==> config.mk <==
export PLATFORM = sky130hd
export DESIGN_NAME = symbol_stream_decoder
export DESIGN_NICKNAME = d
export VERILOG_FILES = /design/src/rtl/symbol_stream_decoder_pkg.sv /design/src/rtl/symbol_stream_decoder_group.sv /design/src/rtl/symbol_stream_decoder.sv
export SDC_FILE = /design/constraint.sdc
export NUM_CORES = 1
export LEC_CHECK = 0
export CAP_MARGIN = 0
export CORE_ASPECT_RATIO = 2
export CORE_MARGIN = 2
export CORE_UTILIZATION = 54
export CTS_CLUSTER_DIAMETER = 40
export DETAILED_ROUTE_END_ITERATION = 6
export HOLD_SLACK_MARGIN = 0.1
export PLACE_DENSITY_LB_ADDON = 0.1
export SETUP_SLACK_MARGIN = 0.4
export SLEW_MARGIN = 25
export SYNTH_ARGS = -nofsm -noshare
export SYNTH_HDL_FRONTEND = slang
export SYNTH_SLANG_ARGS = --single-unit
==> constraint.sdc <==
create_clock -name clk -period 8.1 [get_ports clk]
set_input_delay 1.215 -clock clk [delete_from_list [all_inputs] [get_ports clk]]
set_output_delay 1.215 -clock clk [all_outputs]
set_load 0.01 [all_outputs]
==> src/rtl/symbol_stream_decoder_pkg.sv <==
// Shared types and size helpers for symbol_stream_decoder.
package symbol_stream_decoder_pkg;

   typedef enum logic [1:0] {ST_IDLE, ST_RUN, ST_DONE} state_e;

   // Largest carry for a symbol plus a carry, after dropping the digit bits.
   function automatic int carry_bits(input int isw, input int lr);
      return isw - lr + 1;
   endfunction

   function automatic int num_steps(input int ns, input int spc);
      return ns / spc;
   endfunction

   function automatic int cnt_bits(input int n);
      return (n <= 1) ? 1 : $clog2(n);
   endfunction

endpackage

==> src/rtl/symbol_stream_decoder_group.sv <==
// symbol_group_resolver: combinational carry chain across one group of symbols.
module symbol_group_resolver
   import symbol_stream_decoder_pkg::*;
#(
   parameter int SPC = 2,
   parameter int ISW = 5,
   parameter int LR  = 4,
   localparam int CB = carry_bits(ISW, LR)
) (
   input  logic [SPC-1:0][ISW-1:0] sym_i,
   input  logic [CB-1:0]           carry_i,
   output logic [SPC-1:0][LR-1:0]  digit_o,
   output logic [CB-1:0]           carry_o
);

   logic [CB-1:0] c;
   logic [ISW:0]  s;

   // Full-width sum keeps every carry bit; the upper bits ripple to the next symbol.
   always_comb begin
      c       = carry_i;
      s       = '0;
      digit_o = '0;
      for (int j = 0; j < SPC; j++) begin
         s          = {1'b0, sym_i[j]} + {{LR{1'b0}}, c};
         digit_o[j] = s[LR-1:0];
         c          = s[ISW:LR];
      end
      carry_o = c;
   end

endmodule

==> src/rtl/symbol_stream_decoder.sv <==
// Redundant-symbol to canonical binary decoder, SYMBOLSPERCYCLE symbols per RUN cycle.
// Optional sticky overflow flag: define SYMBOL_STREAM_DECODER_OVERFLOW_EN.
module symbol_stream_decoder
   import symbol_stream_decoder_pkg::*;
#(
   parameter int NUMSYMBOLS          = 8,
   parameter int INPUTSYMBOLBITWIDTH = 5,
   parameter int LOGRADIX            = 4,
   parameter int SYMBOLSPERCYCLE     = 2,
   localparam int CARRYBITS          = carry_bits(INPUTSYMBOLBITWIDTH, LOGRADIX)
) (
   input  logic                           clk,
   input  logic                           rst,
   input  logic                           in_valid,
   output logic                           in_ready,
   input  logic [INPUTSYMBOLBITWIDTH-1:0] data_in [NUMSYMBOLS],
   output logic                           out_valid,
   input  logic                           out_ready,
   output logic [NUMSYMBOLS*LOGRADIX-1:0] data_out,
   output logic [CARRYBITS-1:0]           carry_out,
   output logic                           overflow
);

   localparam int NS       = NUMSYMBOLS;
   localparam int ISW      = INPUTSYMBOLBITWIDTH;
   localparam int LR       = LOGRADIX;
   localparam int SPC      = SYMBOLSPERCYCLE;
   localparam int CB       = CARRYBITS;
   localparam int NUMSTEPS = num_steps(NS, SPC);
   localparam int STEPBITS = cnt_bits(NUMSTEPS);
   localparam int GRP_IN   = SPC * ISW;
   localparam int GRP_OUT  = SPC * LR;
   localparam logic [STEPBITS-1:0] LAST_STEP = STEPBITS'(NUMSTEPS - 1);

   state_e               state_q, state_d;
   logic [STEPBITS-1:0]  step_q, step_d;
   logic [CB-1:0]        carry_q, carry_d;
   logic [CB-1:0]        cout_q, cout_d;
   logic [NS*ISW-1:0]    sym_q, sym_d;
   logic [NS*LR-1:0]     dout_q, dout_d;

   logic [SPC-1:0][ISW-1:0] grp_sym;
   logic [SPC-1:0][LR-1:0]  grp_dig;
   logic [CB-1:0]           grp_carry;

   assign grp_sym = sym_q[step_q*GRP_IN +: GRP_IN];

   symbol_group_resolver #(
      .SPC (SPC),
      .ISW (ISW),
      .LR  (LR)
   ) u_group (
      .sym_i   (grp_sym),
      .carry_i (carry_q),
      .digit_o (grp_dig),
      .carry_o (grp_carry)
   );

   always_comb begin
      state_d = state_q;
      step_d  = step_q;
      carry_d = carry_q;
      cout_d  = cout_q;
      sym_d   = sym_q;
      dout_d  = dout_q;
      unique case (state_q)
         ST_IDLE: begin
            if (in_valid) begin
               for (int i = 0; i < NS; i++) sym_d[i*ISW +: ISW] = data_in[i];
               step_d  = '0;
               carry_d = '0;
               state_d = ST_RUN;
            end
         end
         ST_RUN: begin
            dout_d[step_q*GRP_OUT +: GRP_OUT] = grp_dig;
            carry_d = grp_carry;
            if (step_q == LAST_STEP) begin
               cout_d  = grp_carry;
               state_d = ST_DONE;
            end else begin
               step_d = step_q + 1'b1;
            end
         end
         ST_DONE: begin
            if (out_ready) state_d = ST_IDLE;
         end
         default: state_d = ST_IDLE;
      endcase
   end

   always_ff @(posedge clk or posedge rst) begin
      if (rst) begin
         state_q <= ST_IDLE;
         step_q  <= '0;
         carry_q <= '0;
         cout_q  <= '0;
         sym_q   <= '0;
         dout_q  <= '0;
      end else begin
         state_q <= state_d;
         step_q  <= step_d;
         carry_q <= carry_d;
         cout_q  <= cout_d;
         sym_q   <= sym_d;
         dout_q  <= dout_d;
      end
   end

   assign in_ready  = (state_q == ST_IDLE);
   assign out_valid = (state_q == ST_DONE);
   assign data_out  = dout_q;
   assign carry_out = cout_q;

`ifdef SYMBOL_STREAM_DECODER_OVERFLOW_EN
   logic ovf_q;

   // Sticky: once any word finishes with a nonzero carry, only reset clears it.
   always_ff @(posedge clk or posedge rst) begin
      if (rst)
         ovf_q <= 1'b0;
      else if (state_q == ST_RUN && step_q == LAST_STEP && grp_carry != '0)
         ovf_q <= 1'b1;
   end

   assign overflow = ovf_q;
`else
   assign overflow = 1'b0;
`endif

endmodule

==> run_results.csv, run 1 <==
group,metric,value,unit
status,run_status,"finished clean",
finish,multi_input_area,0.001469,mm²
timing,skew,0.004273,ns
drt,post-route-drc-count,0,
synth,syn_nets,317,
global_routing,first_global_vias,2514,
timing,timing_hold_violations_final,0,
worst_setup_path,worst-r2r-cell-count,11,
global_routing,total_congestion_overflow_after_global_routing,0,
timing,rsz0062_at_grt,"no",
floorplan,floorplan.io_pins,81,
min_path,worst_hold_path.num_cells,2,
floorplan,die-area,0.007282,mm²
synth,combinational_family_with_the_most_area_after_synthesis,"multiplexers",
placed_design,dp.final_hpwl,5444,µm
synth,yosys.cell_count.top_type,"dfrtp_1",
worst_setup_path,worst_r2r_endpoint,"carry_q[0]",
worst_setup_path,cp_max_fo,19,
synth,synth.area.mux_share,19.34,%
min_path,whs_endpoint,"data_out[10]",
cts,clk-insertion-delay-late,0.34,ns
job,max_cap_viol_count,0,
drt,detail_route.wl_per_cell,17.00,µm
global_routing,grt_first_pass_wirelength,12230,µm
cts,clock_sinks,80,
floorplan,initial_core_util,55.84,%
timing,report.final.setup_viol,0,
worst_setup_path,timing.critical_path.from_type,"register",
synth,ys_async_sr_fraction,100.0,%
worst_setup_path,critical_path_buffers_and_inverters,1,
placed_design,placedCellCount,417,
drt,totalWireLength,7359,µm
synth,yosys.cell_types.count,36,
worst_setup_path,cp.required,8.32,ns
global_routing,largest_net_degree_at_the_start_of_global_routing,81,
timing,timing.max_slew.rel_slack,39.99,%
synth,post_synth_main_area_contributors,"dfrtp_1 (56%), mux2_2 (12%), mux4_2 (6.3%)",
finish,drive_gt1_share,21.04,%
cts,clkSlewWorstSetupHoldPaths,0.06,ns
floorplan,die_width,61.35,µm
worst_setup_path,critical_path.top_delay_family,"adder cells",
synth,area_share_of_the_largest_cell_type_after_synthesis,56.36,%
floorplan,core,0.006361,mm²
synth,synth_seq_cells,80,
min_path,hold_path.startpoint,"data_out[10]",
cts,cts.root.buffer_cell,"clkbuf_16",
finish,seqCellArea,0.002002,mm²
floorplan,die_h,118.7,µm
synth,synthSimpleGateAreaFrac,7.045,%
power_and_ir_drop,p_per_area,434.6,mW/mm²
worst_setup_path,ff2ff_setup_slack,4.43,ns
floorplan,placement_rows,41,
worst_setup_path,timing.critical_path.slowest_cell_delay,0.92,ns
worst_setup_path,reg2reg_from,"step_q[0]",
worst_setup_path,worstPathCellList,"mux4_2, ha_1, fa_1, nand3_1, xnor2_1, ha_1, inv_1, fa_1, nand3b_1, xor2_1, o21ai_1",
timing,timing_max_transition_violations_final,0,
cts,htree_num_levels,3,
synth,seq_area_frac_synth,56.36,%
synth,number_of_enable_type_register_cells_in_the_synthesized_netlist,0,
drt,drt.antenna.violating_nets,0,
worst_setup_path,cp-startpoint,"step_q[0]",
synth,ys.warnings.count,0,
synth,synth_flop_cell,"dfrtp_1",
worst_setup_path,arrival,3.88,ns
placed_design,pre_cts_slack,4.368,ns
cts,resized_gates_after_cts,0,
synth,syn_inst,260,
worst_setup_path,timing.setup.critical_path_class,"reg -> reg",
cts,tritoncts,"done",
placed_design,gp_congestion,0.8129,
timing,timing.final.crit_share,45.26,%
timing,layout_setup_ws,4.434,ns
power_and_ir_drop,reported_leakage_power,0.002052,µW
timing,worst_slew_pin_slew,0.9001,ns
power_and_ir_drop,power,2078,µW
finish,fin_nets,399,
timing,setup_tns,0,ns
global_routing,grt_antenna_before_repair,0,
finish,stdcell_area,0.004781,mm²
finish,antenna_cells_inserted,0,
synth,synthesis.area_per_instance,13.66,µm²
timing,timing.fmax,0.2728,GHz
placed_design,io_buffers,79,
global_routing,total_track_usage,23.32,%
drt,via_per_inst,5.434,
worst_setup_path,cp_slowest_cell,"dfrtp_1",
cts,numCtsBuffers,9,
placed_design,placedInstanceArea,0.004407,mm²
cts,clock_tree.buffer_depth,2,
synth,post-synth-top-area-cell,"dfrtp_1",
synth,synth_fa_ha_area_share,5.002,%
power_and_ir_drop,worst_ir_drop_vdd,0.2836,mV
cts,postCtsHoldBufs,0,
synth,netlist_area,0.003552,mm²
drt,dr.pass1.iters,4,
min_path,hold_path.class,"reg -> reg",
timing,finalCriticalPeriod,3.666,ns
worst_setup_path,worst_setup_path_end_kind,"register",
drt,vias,2353,
finish,nFillCells,468,
drt,initialDrtViolationCount,149,
synth,synthesized_area_fraction_occupied_by_xor_and_xnor_cells,2.113,%
synth,synth_compound_gate_area_share,7.714,%
finish,post_route_non_filler_standard_cell_count,433,
cts,cts_setup_buffers,0,
finish,area_growth,34.59,%
worst_setup_path,timing.critical_path.depth,11,
synth,post_synth_most_frequent_cells,"dfrtp_1 (80), mux2_2 (38), nand2_1 (28)",
-- power breakdown --
part           internal, µW  switching, µW
Sequential              578            133
Combinational           461            412
Clock                   340            153
-- stage by stage --
stage	hold slack [ns]	utilization (%)
2_1_floorplan	0.4524	-
3_3_place_gp	0.4634	69.28
3_5_place_dp	0.4719	69.28
4_1_cts	0.4905	75.10
5_1_grt	0.5046	75.16
6_report	0.4871	75.16
-- cells in the final DEF (no fill, tap or decap), types with 2 or more instances in the layout --
cell type	instances
mux2_2	38
inv_2	2
o21ai_1	10
nand4_1	4
nand2_1	28
clkbuf_16	9
xnor2_2	2
xnor2_1	2
nand2b_1	2
o21ai_0	11
clkdlybuf4s50_1	79
mux4_2	10
dfrtp_1	80
a22o_1	17
bufinv_16	4
ha_1	11
nor2_1	7
inv_1	6
mux2_1	3
and4_1	2
fa_1	2
-- registers in the layout (all words and copies together), names as in the netlist --
signal and flops:
carry_q 2, step_q 2, sym_q 40, data_out 32, carry_out 2, state_q 2
-- how the worst max path moves through the flow --
| stage | end | slack, ns |
|---|---|---|
| after floorplan | carry_out[0] | 4.83 |
| after global placement | carry_q[0] | 4.48 |
| after detailed placement | carry_q[0] | 4.37 |
| after CTS | carry_q[0] | 4.38 |
| after global routing | carry_q[0] | 4.15 |
| final | carry_q[0] | 4.43 |
-- cell families after synthesis --
logic type	Yosys count
flops	80
mux	51
simple gates	51
compound gates	41
buf+inv	17
fa+ha+maj	13
xor+xnor	6
other cells	1
-- final cells by class --
type,count,area share [%]
Clock inverter,5,2.669
Clock buffer,11,5.077
Multi-Input combinational cell,163,30.72
Tap cell,86,2.251
Timing Repair Buffer,80,16.78
Inverter,8,0.6281
Sequential cell,80,41.87
-- metal layers --
| metal | up-vias | global-route usage, % | routed length [µm] |
|---|---|---|---|
| met2 | 71 | 41.09 | 4370 |
| met3 | 16 | 4.923 | 271 |
| li1 | 1088 | - | - |
| met4 | 0 | 10.24 | 197 |
| met5 | - | 0 | 0 |
| met1 | 1178 | 25.34 | 2519 |
-- worst min-delay path, cell delays in order (launching register included) --
cell and delay (ns):
dfrtp_1 0.34, nand2_1 0.05, o21ai_0 0.06
(Power assumes the default switching activity.)
==> run 2: changes to the inputs <==
--- a/config.mk
+++ b/config.mk
@@ -8,7 +8,7 @@
 export CAP_MARGIN = 0
 export CORE_ASPECT_RATIO = 2
 export CORE_MARGIN = 2
-export CORE_UTILIZATION = 54
+export CORE_UTILIZATION = 50
 export CTS_CLUSTER_DIAMETER = 40
 export DETAILED_ROUTE_END_ITERATION = 6
 export HOLD_SLACK_MARGIN = 0.1
==> constraint.sdc (replaced) <==
create_clock -name clk -period 3.7 [get_ports clk]
set_input_delay 0.555 -clock clk [delete_from_list [all_inputs] [get_ports clk]]
set_output_delay 0.555 -clock clk [all_outputs]
set_load 0.01 [all_outputs]
==> run 2 against run 1 <==
Global-route usage shrank 2.0 points. Sequential share of layout area shrank 0.25 points. Clock skew is essentially flat. Critical path type unchanged. Critical endpoint is now carry_out[0]. Design area grew 0.60%. Critical path depth is the same. Combinational power grew 130%.
==> run_results.csv, run 2 (synthesis gave the netlist of run 1 again) <==
group,metric,value,unit
cts,htree_num_levels,3,
floorplan,floorplan.io_pins,81,
floorplan,core,0.006887,mm²
power_and_ir_drop,reported_leakage_power,0.002071,µW
finish,regMostFlops,"sym_q",
timing,timing.max_slew.rel_slack,46.60,%
timing,rsz0062_at_grt,"no",
cts,clkSlewWorstSetupHoldPaths,0.06,ns
finish,area_growth,35.40,%
timing,setup_tns,0,ns
floorplan,die-area,0.007836,mm²
drt,dr.pass1.iters,4,
timing,skew,0.003778,ns
finish,final_cell_mix,"dfrtp_1 (80), clkdlybuf4s50_1 (79), mux2_2 (38)",
cts,postCtsHoldBufs,0,
global_routing,grt_first_pass_wirelength,12220,µm
drt,vias,2389,
worst_setup_path,cp.required,3.92,ns
drt,drt.antenna.violating_nets,0,
power_and_ir_drop,p_per_area,944.9,mW/mm²
worst_setup_path,ff2ff_setup_slack,0.61,ns
drt,totalWireLength,7525,µm
finish,largest_reg_flops,40,
timing,report.final.setup_viol,0,
global_routing,largest_net_degree_at_the_start_of_global_routing,47,
drt,post-route-drc-count,0,
worst_setup_path,timing.critical_path.from_type,"register",
worst_setup_path,cp-startpoint,"step_q[0]",
timing,worst_slew_pin_slew,0.8009,ns
worst_setup_path,worst_setup_path_end_kind,"register",
worst_setup_path,arrival,3.31,ns
timing,hold_ws,0.4777,ns
floorplan,placement_rows,43,
min_path,hold_path.startpoint,"data_out[13]",
timing,timing_hold_violations_final,0,
timing,timing.fmax,0.3239,GHz
timing,timing.final.crit_share,83.43,%
global_routing,grt_antenna_before_repair,0,
cts,cts_setup_buffers,0,
cts,clk-insertion-delay-late,0.34,ns
global_routing,grt_met3_use,5.096,%
placed_design,dp.final_hpwl,5730,µm
worst_setup_path,timing.setup.critical_path_class,"reg -> reg",
floorplan,die_h,123.2,µm
global_routing,globalRoute.busiestLayer,"met2",
placed_design,gp_congestion,0.8419,
cts,clock_sinks,80,
cts,tritoncts,"done",
status,run_status,"finished clean",
worst_setup_path,worstPathCellList,"buf_4, mux4_2, fa_1, nand3_1, xnor2_1, ha_1, inv_1, fa_1, nand3b_1, xor2_1, o21ai_1",
drt,via_per_inst,5.417,
worst_setup_path,reg2reg_from,"step_q[0]",
min_path,hold_path.class,"reg -> reg",
worst_setup_path,timing.critical_path.slowest_cell_delay,0.55,ns
global_routing,total_track_usage,21.34,%
cts,clock_tree.buffer_depth,2,
cts,cts.root.buffer_cell,"clkbuf_16",
worst_setup_path,cp_slowest_cell,"mux4_2",
finish,antenna_cells_inserted,0,
drt,initialDrtViolationCount,146,
floorplan,die_width,63.60,µm
floorplan,initial_core_util,51.58,%
worst_setup_path,critical-path-top-cell-by-count,"fa_1",
drt,detail_route.wl_per_cell,17.06,µm
placed_design,io_buffers,79,
global_routing,globalRouteMet2Util,37.89,%
cts,resized_gates_after_cts,0,
timing,finalCriticalPeriod,3.087,ns
global_routing,total_congestion_overflow_after_global_routing,0,
power_and_ir_drop,worst_ir_drop_vdd,0.5069,mV
finish,fin_nets,403,
timing,timing_max_transition_violations_final,0,
worst_setup_path,cp_max_fo,6,
finish,layout_commonest_cell,"dfrtp_1",
cts,numCtsBuffers,9,
global_routing,global_route.usage.met1,21.83,%
job,max_cap_viol_count,0,
global_routing,first_global_vias,2558,
finish,drive_gt1_share,22.22,%
==> run 2: cell count changes in the layout (fill, tap and decap cells not counted), sizes merged <==
| cell | delta |
|---|---|
| buf | +4 |
| bufinv | -1 |
| clkinv | +1 |
==> run 2: layout make-up <==
type,instances,area [µm²]
fillers,555,2077
clock inverters,5,102.6
flip-flops and latches,80,2002
inverters,8,30.03
repair buffers,84,840.8
multi-input cells,163,1469
well taps,90,112.6
clock buffers,11,252.7
==> run 2: path summary, 6_finish.rpt <==
| kind | to | depth (start not counted) |
|---|---|---|
| setup / recovery | carry_out[0] | 11 |
| hold / removal | data_out[13] | 2 |
| setup reg to reg | carry_out[0] | 11 |
| hold reg to reg | data_out[13] | 2 |
| max in group asynchronous | data_out[31] | 3 |
| min in group asynchronous | sym_q[39] | 2 |
==> run 2: routing by layer <==
metal / vias up / routed length [µm]
li1: 1098 / -
met4: 0 / 332
met5: - / 0
met3: 26 / 320
met2: 80 / 4293
met1: 1185 / 2578
==> run 2: critical path: cells and delay by family (launching register included) <==
family                     cells  cell delay [ns]
AOI/OAI and AO/OA              1             0.08
xor gates and xnor gates       2             0.36
adders and majority gates      3             1.05
buffers and inverters          2             0.25
DFF                            1             0.38
muxes                          1             0.55
and+or+nand+nor                2             0.30
==> run 2: where the power goes <==
group	switching (µW)	internal, µW
sequential	224	1270
combinational	981	1040
clock	341	694
==> run 2: stage by stage <==
stage          util (%)  cells  total power (µW)  worst slack (ns)  instance area [µm²]
2_1_floorplan         -    260              2789            0.4324                 3552
3_3_place_gp      64.68    425              3485            0.6802                 4454
3_5_place_dp      64.68    425              3536            0.5957                 4454
4_1_cts           69.84    441              4596            0.5828                 4810
5_1_grt           69.84    441              4826            0.4335                 4810
6_report          69.84    441              4545            0.6130                 4810
==> run 3: changes to the inputs <==
==> constraint.sdc (replaced) <==
create_clock -name clk -period 3.15 [get_ports clk]
set_input_delay 0.4725 -clock clk [delete_from_list [all_inputs] [get_ports clk]]
set_output_delay 0.4725 -clock clk [all_outputs]
set_load 0.01 [all_outputs]
==> run 3 against run 2 <==
Setup slack got worse by 0.34 ns. Power rose by 20%. Clock power down 6%. Critical path depth did not move. Combinational power is 34% higher. Routed wire length shrank 0.61%. Sequential cell count unchanged. Critical path type unchanged. Largest cell class unchanged.
==> run_results.csv, run 3 (synthesis gave the netlist of run 1 again) <==
group,metric,value,unit
cts,cts.root.buffer_cell,"clkbuf_16",
timing,worst_slew_pin_slew,0.5104,ns
worst_setup_path,critical_path.top_delay_family,"adder cells",
placed_design,io_buffers,79,
finish,regMostFlops,"sym_q",
worst_setup_path,timing.critical_path.slowest_cell_delay,0.55,ns
timing,rsz0062_at_grt,"yes",
worst_setup_path,arrival,3.09,ns
timing,finalCriticalPeriod,2.877,ns
worst_setup_path,cp_slowest_cell,"mux4_2",
timing,timing.max_slew.rel_slack,65.98,%
drt,detail_route.wl_per_cell,16.66,µm
power_and_ir_drop,reported_leakage_power,0.002094,µW
floorplan,core,0.006887,mm²
finish,final_cell_mix,"dfrtp_1 (79), clkdlybuf4s50_1 (79), mux2_2 (38)",
global_routing,first_global_vias,2475,
timing,skew,0.004428,ns
timing,report.final.setup_viol,0,
drt,vias,2399,
global_routing,largest_net_degree_at_the_start_of_global_routing,42,
finish,nFillCells,529,
finish,largest_reg_flops,40,
cts,clk-insertion-delay-late,0.34,ns
timing,timing.fmax,0.3476,GHz
finish,drive_gt1_share,27.02,%
cts,tritoncts,"done",
cts,numCtsBuffers,9,
drt,via_per_inst,5.343,
worst_setup_path,worst-r2r-cell-count,11,
floorplan,initial_core_util,51.58,%
worst_setup_path,timing.critical_path.from_type,"register",
drt,initialDrtViolationCount,149,
floorplan,die-area,0.007836,mm²
global_routing,grt_first_pass_wirelength,12210,µm
global_routing,grt_antenna_before_repair,0,
floorplan,placement_rows,43,
worst_setup_path,cp.required,3.36,ns
placed_design,placedInstanceArea,0.004489,mm²
floorplan,die_width,63.60,µm
worst_setup_path,worst_setup_path_end_kind,"register",
timing,timing.final.crit_share,91.34,%
finish,stdcell_area,0.004903,mm²
worst_setup_path,worst_r2r_endpoint,"carry_out[0]",
worst_setup_path,reg2reg_from,"step_q[0]",
worst_setup_path,critical-path-top-cell-by-count,"fa_2",
placed_design,gp_congestion,0.8472,
worst_setup_path,ff2ff_setup_slack,0.27,ns
worst_setup_path,critPathCapture,"carry_out[0]",
timing,timing_hold_violations_final,0,
worst_setup_path,timing.setup.critical_path_class,"reg -> reg",
min_path,hold_path.class,"in -> async",
cts,postCtsHoldBufs,0,
worst_setup_path,timing.critical_path.depth,11,
finish,antenna_cells_inserted,0,
worst_setup_path,critical_path_buffers_and_inverters,1,
floorplan,floorplan.io_pins,81,
drt,post-route-drc-count,0,
cts,clkSlewWorstSetupHoldPaths,0.06,ns
global_routing,total_track_usage,21.18,%
drt,totalWireLength,7479,µm
global_routing,total_congestion_overflow_after_global_routing,0,
timing,timing_max_transition_violations_final,0,
placed_design,dp.final_hpwl,5654,µm
finish,fin_nets,411,
cts,clock_tree.buffer_depth,2,
floorplan,die_h,123.2,µm
worst_setup_path,cp-startpoint,"step_q[0]",
worst_setup_path,cp_max_fo,2,
power_and_ir_drop,p_per_area,1109,mW/mm²
job,max_cap_viol_count,0,
timing,setup_tns,0,ns
drt,drt.antenna.violating_nets,0,
drt,dr.pass1.iters,4,
cts,htree_num_levels,3,
power_and_ir_drop,worst_ir_drop_vdd,0.6634,mV
finish,area_growth,38.04,%
status,run_status,"finished clean",
timing,hold_ws,0.3466,ns
worst_setup_path,worstPathCellList,"mux4_2, ha_4, fa_2, nand3_2, xnor2_2, ha_2, inv_2, fa_2, nand3b_1, xor2_1, o21ai_1",
cts,clock_sinks,80,
==> run 3: metrics by stage <==
stage	setup slack, ns	cells	total power (µW)	util [%]
after floorplan	0.1022	260	3362	-
after global placement	0.2386	427	4166	65.19
after detailed placement	0.1182	427	4230	65.19
after CTS	0.2832	447	5347	70.24
after global routing	0.1439	449	5780	71.20
final	0.2728	449	5440	71.20
==> run 3: layout make-up <==
cell class	instances	area [µm²]	share of cell area [%]
sequential	80	2003	40.85
clock buffer	13	270.3	5.512
clock inverter	3	15.01	0.3062
tap	90	112.6	2.297
multi-input combinational	163	1564	31.90
inverter	8	30.03	0.6124
timing repair buffer	92	908.4	18.53
==> run 3: per-layer routing <==
metal  routed length, µm  vias up  global-route usage (%)
met5                   0        -                       0
met4                 238        0                   11.28
met3                 242       19                   4.004
met2                4350       65                   39.21
met1                2649     1188                   22.31
li1                    -     1127                       -
==> run 3: worst min-delay path by stage <==
stage | slack (ns) | cells past startpoint | to | start
after detailed placement | 0.47 | 2 | data_out[10] | data_out[10]
after CTS | 0.34 | 2 | sym_q[21] | rst
final | 0.35 | 2 | sym_q[21] | rst
after floorplan | 0.45 | 1 | sym_q[20] | sym_q[20]
after global routing | 0.37 | 2 | sym_q[21] | rst
after global placement | 0.46 | 2 | data_out[10] | data_out[10]
==> run 3: where the power goes <==
group	switching, µW	internal (µW)	leakage [µW]
sequential	267	1490	0.00101
combinational	1260	1450	0.000938
clock	385	594	0.000145
total	1910	3530	0.00209
==> run 3: repair_timing <==
| item | 4_1_cts | 5_1_grt |
|---|---|---|
| hold endpoints to repair | 0 | 0 |
| endpoints found under the setup margin | 16 | 15 |
| resized for setup | 5 | 7 |
| pin swaps | 2 | 6 |
| setup buffers | 4 | 2 |
